`config.mk`:
```
export PLATFORM = sky130hd
export DESIGN_NAME = natural_wind_gen
export DESIGN_NICKNAME = d
export VERILOG_FILES = /design/src/rtl/natural_wind_gen_pkg.sv /design/src/rtl/natural_wind_gen_pwm.sv /design/src/rtl/natural_wind_gen.sv
export SDC_FILE = /design/constraint.sdc
export NUM_CORES = 1
export LEC_CHECK = 0
export BUFFER_PORTS_ARGS = -buffer_cell sky130_fd_sc_hd__buf_2
export CAP_MARGIN = 20
export CORE_ASPECT_RATIO = 0.7
export CORE_MARGIN = 10
export CORE_UTILIZATION = 46
export CTS_BUF_LIST = sky130_fd_sc_hd__clkbuf_8
export CTS_CLUSTER_DIAMETER = 40
export DETAILED_ROUTE_END_ITERATION = 8
export GPL_TIMING_DRIVEN = 0
export MAX_ROUTING_LAYER = met4
export SLEW_MARGIN = 40
export SYNTH_ARGS = -nofsm -noshare
export SYNTH_HDL_FRONTEND = slang
export SYNTH_HIERARCHICAL = 1
export SYNTH_SLANG_ARGS = --single-unit
export TNS_END_PERCENT = 100
```
`constraint.sdc`:
```
create_clock -name clk -period 5.5 [get_ports clk]
set_clock_uncertainty 0.05 [all_clocks]
set_input_delay 0.825 -clock clk [delete_from_list [all_inputs] [get_ports clk]]
set_output_delay 0.825 -clock clk [all_outputs]
set_load 0.02 [all_outputs]
```
`src/rtl/natural_wind_gen_pkg.sv`:
```
// Shared constants for the natural-breeze fan generator: FSM state codes,
// LED phase encoding and the gust LFSR seed/taps (used only when the
// NATURAL_WIND_GUST_EN build macro is defined).
package natural_wind_pkg;

   // FSM state codes
   localparam logic [2:0] ST_OFF    = 3'd0;
   localparam logic [2:0] ST_UP     = 3'd1;
   localparam logic [2:0] ST_HOLD_H = 3'd2;
   localparam logic [2:0] ST_DOWN   = 3'd3;
   localparam logic [2:0] ST_HOLD_L = 3'd4;

   // Phase encoding shown on the display LEDs; OFF shares PH_UP
   localparam logic [1:0] PH_UP     = 2'd0;
   localparam logic [1:0] PH_HOLD_H = 2'd1;
   localparam logic [1:0] PH_DOWN   = 2'd2;
   localparam logic [1:0] PH_HOLD_L = 2'd3;

   // Gust LFSR: x^16+x^14+x^13+x^11+1 in Galois (right-shift) form
   localparam logic [15:0] LFSR_SEED = 16'hACE1;
   localparam logic [15:0] LFSR_TAPS = 16'hB400;

   function automatic logic [15:0] lfsr_next(input logic [15:0] s);
      return s[0] ? ((s >> 1) ^ LFSR_TAPS) : (s >> 1);
   endfunction

endpackage

```
`src/rtl/natural_wind_gen_pwm.sv`:
```
// pwm_Nbit: N-bit PWM with RESOLUTION counts per period. A prescaler slows
// the period counter so the period approaches 1/TARGET_FREQ given CLK_FREQ.
// Output is registered, so it follows a duty change one clock later;
// duty=0 gives a constant low output.
module pwm_Nbit #(
   parameter int unsigned N           = 8,
   parameter int unsigned RESOLUTION  = 256,
   parameter int unsigned TARGET_FREQ = 100,
   parameter int unsigned CLK_FREQ    = 100_000_000
) (
   input  logic         clk,
   input  logic         reset_p,
   input  logic [N-1:0] duty,
   output logic         pwm
);

   localparam int unsigned DIV_RAW = CLK_FREQ / (TARGET_FREQ * RESOLUTION);
   localparam int unsigned DIV     = (DIV_RAW < 1) ? 1 : DIV_RAW;
   localparam int unsigned PW      = (DIV > 1) ? $clog2(DIV) : 1;

   logic [PW-1:0] pre_q, pre_d;
   logic [N-1:0]  cnt_q, cnt_d;
   logic          pwm_q, pwm_d;
   logic          step;

   // Prescaler and period counter advance; compare against duty
   always_comb begin
      step  = (pre_q == PW'(DIV - 1));
      pre_d = step ? '0 : pre_q + PW'(1);
      cnt_d = cnt_q;
      if (step) begin
         cnt_d = (cnt_q == N'(RESOLUTION - 1)) ? '0 : cnt_q + N'(1);
      end
      pwm_d = (cnt_q < duty);
   end

   // Counter and output registers
   always_ff @(posedge clk or posedge reset_p) begin
      if (reset_p) begin
         pre_q <= '0;
         cnt_q <= '0;
         pwm_q <= 1'b0;
      end else begin
         pre_q <= pre_d;
         cnt_q <= cnt_d;
         pwm_q <= pwm_d;
      end
   end

   assign pwm = pwm_q;

endmodule

```
`src/rtl/natural_wind_gen.sv`:
```
// natural_wind_gen: breeze-like fan duty generator. Ramps duty up to
// DUTY_MAX, holds, ramps down to DUTY_MIN, holds, repeats, one step per
// tick. btn toggles power; dropping enable parks the ramp at the floor.
// Build macro NATURAL_WIND_GUST_EN adds LFSR jitter to step size and holds.
module natural_wind_gen
   import natural_wind_pkg::*;
#(
   parameter int unsigned DUTY_W      = 8,
   parameter int unsigned DUTY_MIN    = 80,
   parameter int unsigned DUTY_MAX    = 255,
   parameter int unsigned STEP        = 25,
   parameter int unsigned TICK_CYCLES = 100_000_000,
   parameter int unsigned HOLD_HI     = 2,
   parameter int unsigned HOLD_LO     = 1,
   parameter int unsigned PWM_FREQ    = 100
) (
   input  logic              clk,
   input  logic              reset_p,
   input  logic              btn,
   input  logic              enable,
   output logic [DUTY_W-1:0] duty,
   output logic              running,
   output logic [1:0]        phase,
   output logic              pwm
);

   localparam int unsigned TCW      = (TICK_CYCLES > 2) ? $clog2(TICK_CYCLES) : 1;
   localparam int unsigned HOLD_MAX = (HOLD_HI > HOLD_LO) ? HOLD_HI : HOLD_LO;
   localparam int unsigned HCW      = $clog2(HOLD_MAX + 2);

   localparam logic [TCW-1:0]    TICK_LAST = TCW'(TICK_CYCLES - 1);
   localparam logic [DUTY_W-1:0] MIN_C     = DUTY_W'(DUTY_MIN);
   localparam logic [DUTY_W-1:0] MAX_C     = DUTY_W'(DUTY_MAX);
   localparam logic [DUTY_W:0]   MIN_X     = (DUTY_W+1)'(DUTY_MIN);
   localparam logic [DUTY_W:0]   MAX_X     = (DUTY_W+1)'(DUTY_MAX);
   localparam logic [DUTY_W:0]   STEP_X    = (DUTY_W+1)'(STEP);
   localparam logic [HCW-1:0]    HOLD_HI_C = HCW'(HOLD_HI);
   localparam logic [HCW-1:0]    HOLD_LO_C = HCW'(HOLD_LO);

   logic [2:0]        state_q, state_d;
   logic [DUTY_W-1:0] duty_q, duty_d;
   logic [TCW-1:0]    tick_cnt_q, tick_cnt_d;
   logic [HCW-1:0]    hold_cnt_q, hold_cnt_d;

   logic              active;
   logic              tick;
   logic [DUTY_W:0]   step_eff;
   logic [HCW-1:0]    hold_hi_tgt, hold_lo_tgt;
   logic [DUTY_W:0]   up_sum, dn_lim, dn_diff;
   logic [HCW-1:0]    hold_inc;

   assign running = (state_q != ST_OFF);
   assign active  = running && enable;
   assign tick    = active && (tick_cnt_q == TICK_LAST);

`ifdef NATURAL_WIND_GUST_EN
   logic [15:0] lfsr_q, lfsr_d;

   // Gust randomness: advance LFSR per tick, jitter step and hold lengths
   always_comb begin
      lfsr_d      = tick ? lfsr_next(lfsr_q) : lfsr_q;
      step_eff    = STEP_X + (DUTY_W+1)'(lfsr_q[1:0]);
      hold_hi_tgt = HOLD_HI_C + HCW'(lfsr_q[2]);
      hold_lo_tgt = HOLD_LO_C + HCW'(lfsr_q[2]);
   end

   // LFSR register
   always_ff @(posedge clk or posedge reset_p) begin
      if (reset_p) lfsr_q <= LFSR_SEED;
      else         lfsr_q <= lfsr_d;
   end
`else
   // Deterministic step size and hold lengths
   always_comb begin
      step_eff    = STEP_X;
      hold_hi_tgt = HOLD_HI_C;
      hold_lo_tgt = HOLD_LO_C;
   end
`endif

   // Next-state: btn beats enable-low beats tick; ramp math is done one bit
   // wider than duty so the sum cannot wrap before clamping
   always_comb begin
      state_d    = state_q;
      duty_d     = duty_q;
      hold_cnt_d = hold_cnt_q;
      up_sum     = {1'b0, duty_q} + step_eff;
      dn_lim     = MIN_X + step_eff;
      dn_diff    = {1'b0, duty_q} - step_eff;
      hold_inc   = hold_cnt_q + HCW'(1);

      if (!active || tick) tick_cnt_d = '0;
      else                 tick_cnt_d = tick_cnt_q + TCW'(1);

      if (btn) begin
         if (state_q == ST_OFF) begin
            state_d = ST_UP;
            duty_d  = MIN_C;
         end else begin
            state_d = ST_OFF;
            duty_d  = '0;
         end
         tick_cnt_d = '0;
         hold_cnt_d = '0;
      end else if (running && !enable) begin
         state_d    = ST_UP;
         duty_d     = MIN_C;
         tick_cnt_d = '0;
         hold_cnt_d = '0;
      end else if (tick) begin
         case (state_q)
            ST_UP: begin
               if (up_sum >= MAX_X) begin
                  duty_d  = MAX_C;
                  state_d = (HOLD_HI == 0) ? ST_DOWN : ST_HOLD_H;
               end else begin
                  duty_d = up_sum[DUTY_W-1:0];
               end
            end
            ST_HOLD_H: begin
               if (hold_inc >= hold_hi_tgt) begin
                  hold_cnt_d = '0;
                  state_d    = ST_DOWN;
               end else begin
                  hold_cnt_d = hold_inc;
               end
            end
            ST_DOWN: begin
               if ({1'b0, duty_q} > dn_lim) begin
                  duty_d = dn_diff[DUTY_W-1:0];
               end else begin
                  duty_d  = MIN_C;
                  state_d = (HOLD_LO == 0) ? ST_UP : ST_HOLD_L;
               end
            end
            ST_HOLD_L: begin
               if (hold_inc >= hold_lo_tgt) begin
                  hold_cnt_d = '0;
                  state_d    = ST_UP;
               end else begin
                  hold_cnt_d = hold_inc;
               end
            end
            default: begin
               state_d = ST_OFF;
               duty_d  = '0;
            end
         endcase
      end
   end

   // State, duty and counter registers
   always_ff @(posedge clk or posedge reset_p) begin
      if (reset_p) begin
         state_q    <= ST_OFF;
         duty_q     <= '0;
         tick_cnt_q <= '0;
         hold_cnt_q <= '0;
      end else begin
         state_q    <= state_d;
         duty_q     <= duty_d;
         tick_cnt_q <= tick_cnt_d;
         hold_cnt_q <= hold_cnt_d;
      end
   end

   // LED phase decode of the registered state
   always_comb begin
      case (state_q)
         ST_HOLD_H: phase = PH_HOLD_H;
         ST_DOWN:   phase = PH_DOWN;
         ST_HOLD_L: phase = PH_HOLD_L;
         default:   phase = PH_UP;
      endcase
   end

   assign duty = duty_q;

   // TICK_CYCLES is one second of clk, so it doubles as the clock rate
   pwm_Nbit #(
      .N           (DUTY_W),
      .RESOLUTION  (2 ** DUTY_W),
      .TARGET_FREQ (PWM_FREQ),
      .CLK_FREQ    (TICK_CYCLES)
   ) u_pwm (
      .clk     (clk),
      .reset_p (reset_p),
      .duty    (duty_q),
      .pwm     (pwm)
   );

endmodule

```
==> results summary <==
The critical path goes through clkbuf_1 -> inv_1 -> ha_1 -> nor2b_1 -> o2111ai_1 -> or3_1 -> o22a_1 -> or3_1 -> a21oi_1. Counting cells, the worst reg-to-reg path comes to 9. In this run, post-CTS hold repair placed 0 buffers. The number of distinct library cells after synthesis came out at 51. The post-route DRC violation count is 0. The count of pins on the block boundary came out at 16. The total routed wirelength is 8094 um.

In the synthesized netlist the dominant register cell turns out to be sky130_fd_sc_hd__dfrtp_1. Among the stages of the critical path, the cell type that occurs most often is sky130_fd_sc_hd__or3_1. The count of final max-slew check failures came out at 0.

The largest vdd supply drop is 0.1584 mV. The longest individual stage delay on the worst path is 0.48 ns. Using the TritonRoute via totals, the vias-per-cell ratio works out to 5.635. The number of routed nets with antenna violations came out at 0. The count of buffer and inverter cells on the critical path is 2. In the synthesized netlist, the number of instances is 413. Counting along the longest clock path gives a buffer depth of 2. sky130_fd_sc_hd__dfrtp_1 takes more of the synthesized area than any other cell. The overall power after layout came out at 1.020 mW. The worst hold-check path type is flop to flop.

The overall via count from detail_route is 3,071. The initial utilization of the core area, before any placement, comes to 47.21%. The number of global-route vias before repair came out at around 2,800. The total global routing overflow is 0. The half-perimeter wire length after placement came out at about 5700 um. The floorplan row count is 27. The worst setup path is of the flop to flop kind. The per-cell routed wire length is ~15 um. After synthesis, the share of flip-flops with an asynchronous set or reset is 100.0%. The clock transition time at the flip-flop clock pins of the worst setup and hold paths is 0.07 ns. The clock latency of the later-clocked register in the worst-skew pair is ~0.35 ns. The number of clock sinks came out at 61. Ranked by total cell area, the synthesized netlist is headed by sky130_fd_sc_hd__dfrtp_1 (41%), sky130_fd_sc_hd__ha_1 (5.7%), sky130_fd_sc_hd__xor2_1 (5.7%). The tree is rooted in a sky130_fd_sc_hd__clkbuf_8.

The total nets after synthesis is ~430. The number of resized instances in the post-cts repair step came out at 0. Summed over all failing endpoints, the final setup total negative slack is 0 ns. OpenSTA, run right after detailed placement, puts the worst setup slack at 2.709 ns. For flop-to-flop paths, the worst setup slack is ~2.7 ns.

The largest fanout on the critical path came out at 10. Max-cap violations in this run came to 0. The synthesized cell area came out at 0.003716 mm^2. The number of nets in the layout is 460. The startpoint of the worst register-to-register path is duty[0]$_DFFE_PP0P_.

The kind of cell with the highest combined delay along the critical path is simple AND/OR/NAND/NOR gates. At the worst endpoint, the required time is between 5 and 6 ns. The first global-routing pass estimated 14,020 um of wire. The pin slew with the least headroom to its limit is 0.7045 ns. The arrival time reported for the critical path endpoint came out at 3.03 ns. The final weighted congestion in routability-driven placement is between 0.8 and 0.9. Entering global routing, the biggest net connects between 40 and 50 pins. In this run, CTS created clock tree buffers numbering 9. STA classifies the critical path endpoint as a flop. The number of register bits inferred by synthesis is 61.

After synthesis, flip-flops and latches occupy 41.08% of the total area. The floorplan step set the die height to around 95 um. The portion of the clock cycle consumed by the worst path in the final layout came out at 50.97%.

The die boundary width is between 100 and 150 um. Headroom to the max-slew limit came out at 52.71%. 0 antenna diodes ended up in the layout.

The count of flip-flops with a built-in enable after synthesis came out at 0. The leakage component of the power came out at 1.796 nW. The critical path startpoint category is a flop.

The mean cell area of the mapped netlist came out at 8.998 um^2. The number of detailed-route iterations in the first pass is 4. After floorplanning, the core was sized to cover 0.007871 mm^2.

The startpoint of the most critical hold path is tick_cnt_q[0]$_DFF_PP0_. The depth of the CTS H-tree is 3. The die outline area came out at roughly 0.012 mm^2.

The hold path depth is 1. Global routing used 14.49% of the available tracks. For this run, the top clock speed supported by timing is 356.7 MHz. In this run the tool buffered the top-level ports with 15 buffer cells. The share of post-route cells with drive strength above 1 is 10.36%.

The end of the worst hold path is tick_cnt_q[0]$_DFF_PP0_. The flow ran to the end, and the final reports show no timing, DRC or antenna violations. In this run the critical register-to-register path is captured at state_q[1]$_DFFE_PP0P_. The final count of hold timing violations is 0. The slowest cell on the critical path is sky130_fd_sc_hd__dfrtp_1. In the synthesized netlist, the cells that appear most often are sky130_fd_sc_hd__dfrtp_1 (61), sky130_fd_sc_hd__nor2_1 (52), sky130_fd_sc_hd__nand2_1 (33).

The setup violation total in the final timing report came out at 0. The Yosys step of the flow raised 6 warnings. Setup repair after global routing left no endpoint under its margin.

The power per unit of standard cell area is about 250 mW/mm^2. TritonCTS built the clock tree. The top-area cell type share of the netlist area is 41.08%. The layout overhead on the synthesized area is 11.65%.

In this run the post-CTS setup repair buffer count came out at 0. The minimum clock period after layout is 2.803 ns. Across all setup checks in the final design, the least slack found is 2.697 ns. The detailed router's first-iteration violation count is between 200 and 250.

In the post-synthesis netlist, the cell with the most instances is sky130_fd_sc_hd__dfrtp_1. The initial antenna violation count came to 0.
==> flip-flops by register name, summed over array words and instances (netlist names) <==
register / count
hold_cnt_q: 2
tick_cnt_q: 27
u_pwm/pwm: 1
u_pwm/pre_q: 12
state_q: 3
u_pwm/cnt_q: 8
duty: 8
==> stage by stage <==
stage / util [%] / hold WS [ns] / cells / area, um^2
detailed placement: 49.80 / 0.4362 / 529 / 3920
global route: 52.71 / 0.4928 / 545 / 4149
finish: 52.71 / 0.4429 / 545 / 4149
floorplan: - / 0.4047 / 413 / 3716
global placement: 49.77 / 0.4294 / 529 / 3918
CTS: 52.66 / 0.4472 / 545 / 4145
==> cells in the final DEF, fill, tap and decap left out, types with 5 or more instances in the layout <==
master                     count
sky130_fd_sc_hd__a21oi_1      10
sky130_fd_sc_hd__o21ai_0       9
sky130_fd_sc_hd__a211oi_1      6
sky130_fd_sc_hd__ha_1         17
sky130_fd_sc_hd__o21ai_1      10
sky130_fd_sc_hd__nand2_1      33
sky130_fd_sc_hd__nor2_1       52
sky130_fd_sc_hd__nand2b_1      5
sky130_fd_sc_hd__and4_1        6
sky130_fd_sc_hd__nand4_1       9
sky130_fd_sc_hd__dfrtp_1      61
sky130_fd_sc_hd__or3_1         6
sky130_fd_sc_hd__and3_1       14
sky130_fd_sc_hd__xor2_1       24
sky130_fd_sc_hd__nand3_1      26
sky130_fd_sc_hd__clkbuf_1     10
sky130_fd_sc_hd__a31oi_1       5
sky130_fd_sc_hd__nor2b_1       5
sky130_fd_sc_hd__inv_1        21
sky130_fd_sc_hd__buf_2        22
sky130_fd_sc_hd__clkbuf_8     11
sky130_fd_sc_hd__xnor2_1      18
==> area by class of cell <==
cell class,instances,area (um^2)
well taps,101,126.4
flip-flops and latches,61,1526
repair buffers,15,75.07
clock inverters,5,73.82
multi-input cells,313,2038
inverters,22,85.08
clock buffers,11,151.4
plain buffers,17,72.57
fillers,737,3722
==> cells by family (layout without fill, tap and decap cells) <==
kind of cell	Yosys count	in the layout	synth area share, %
buffers and inverters	39	70	4.175
muxes	3	3	0.8418
DFF	61	61	41.08
xor gates and xnor gates	42	42	9.899
and+or+nand+nor	180	180	25.32
adders and majority gates	17	17	5.724
AOI/OAI and AO/OA	71	71	12.96
==> power breakdown <==
| part | total [mW] | internal [mW] | switching [mW] | leakage [nW] |
|---|---|---|---|---|
| combinational | 0.107 | 0.0338 | 0.0736 | 0.848 |
| sequential | 0.460 | 0.455 | 0.00488 | 0.827 |
| clock | 0.452 | 0.277 | 0.175 | 0.121 |
==> routing by layer <==
metal	track usage, %	wire [um]	up-vias
li1	-	-	1518
met2	19.97	3512	45
met5	-	0	-
met4	5.104	75	0
met1	19.89	4162	1498
met3	3.880	343	10
==> how the worst max path moves through the flow <==
stage                             start                endpoint  slack [ns]  cells past startpoint
floorplan           duty[0]$_DFFE_PP0P_  state_q[1]$_DFFE_PP0P_        2.90                      9
global placement    duty[0]$_DFFE_PP0P_  state_q[1]$_DFFE_PP0P_        2.70                      9
detailed placement  duty[0]$_DFFE_PP0P_  state_q[1]$_DFFE_PP0P_        2.71                      9
CTS                 duty[0]$_DFFE_PP0P_  state_q[1]$_DFFE_PP0P_        2.69                      9
global route        duty[0]$_DFFE_PP0P_     duty[1]$_DFFE_PP0P_        2.53                      9
finish              duty[0]$_DFFE_PP0P_  state_q[1]$_DFFE_PP0P_        2.70                      9
Note: power is estimated with default switching activity, not from simulation.
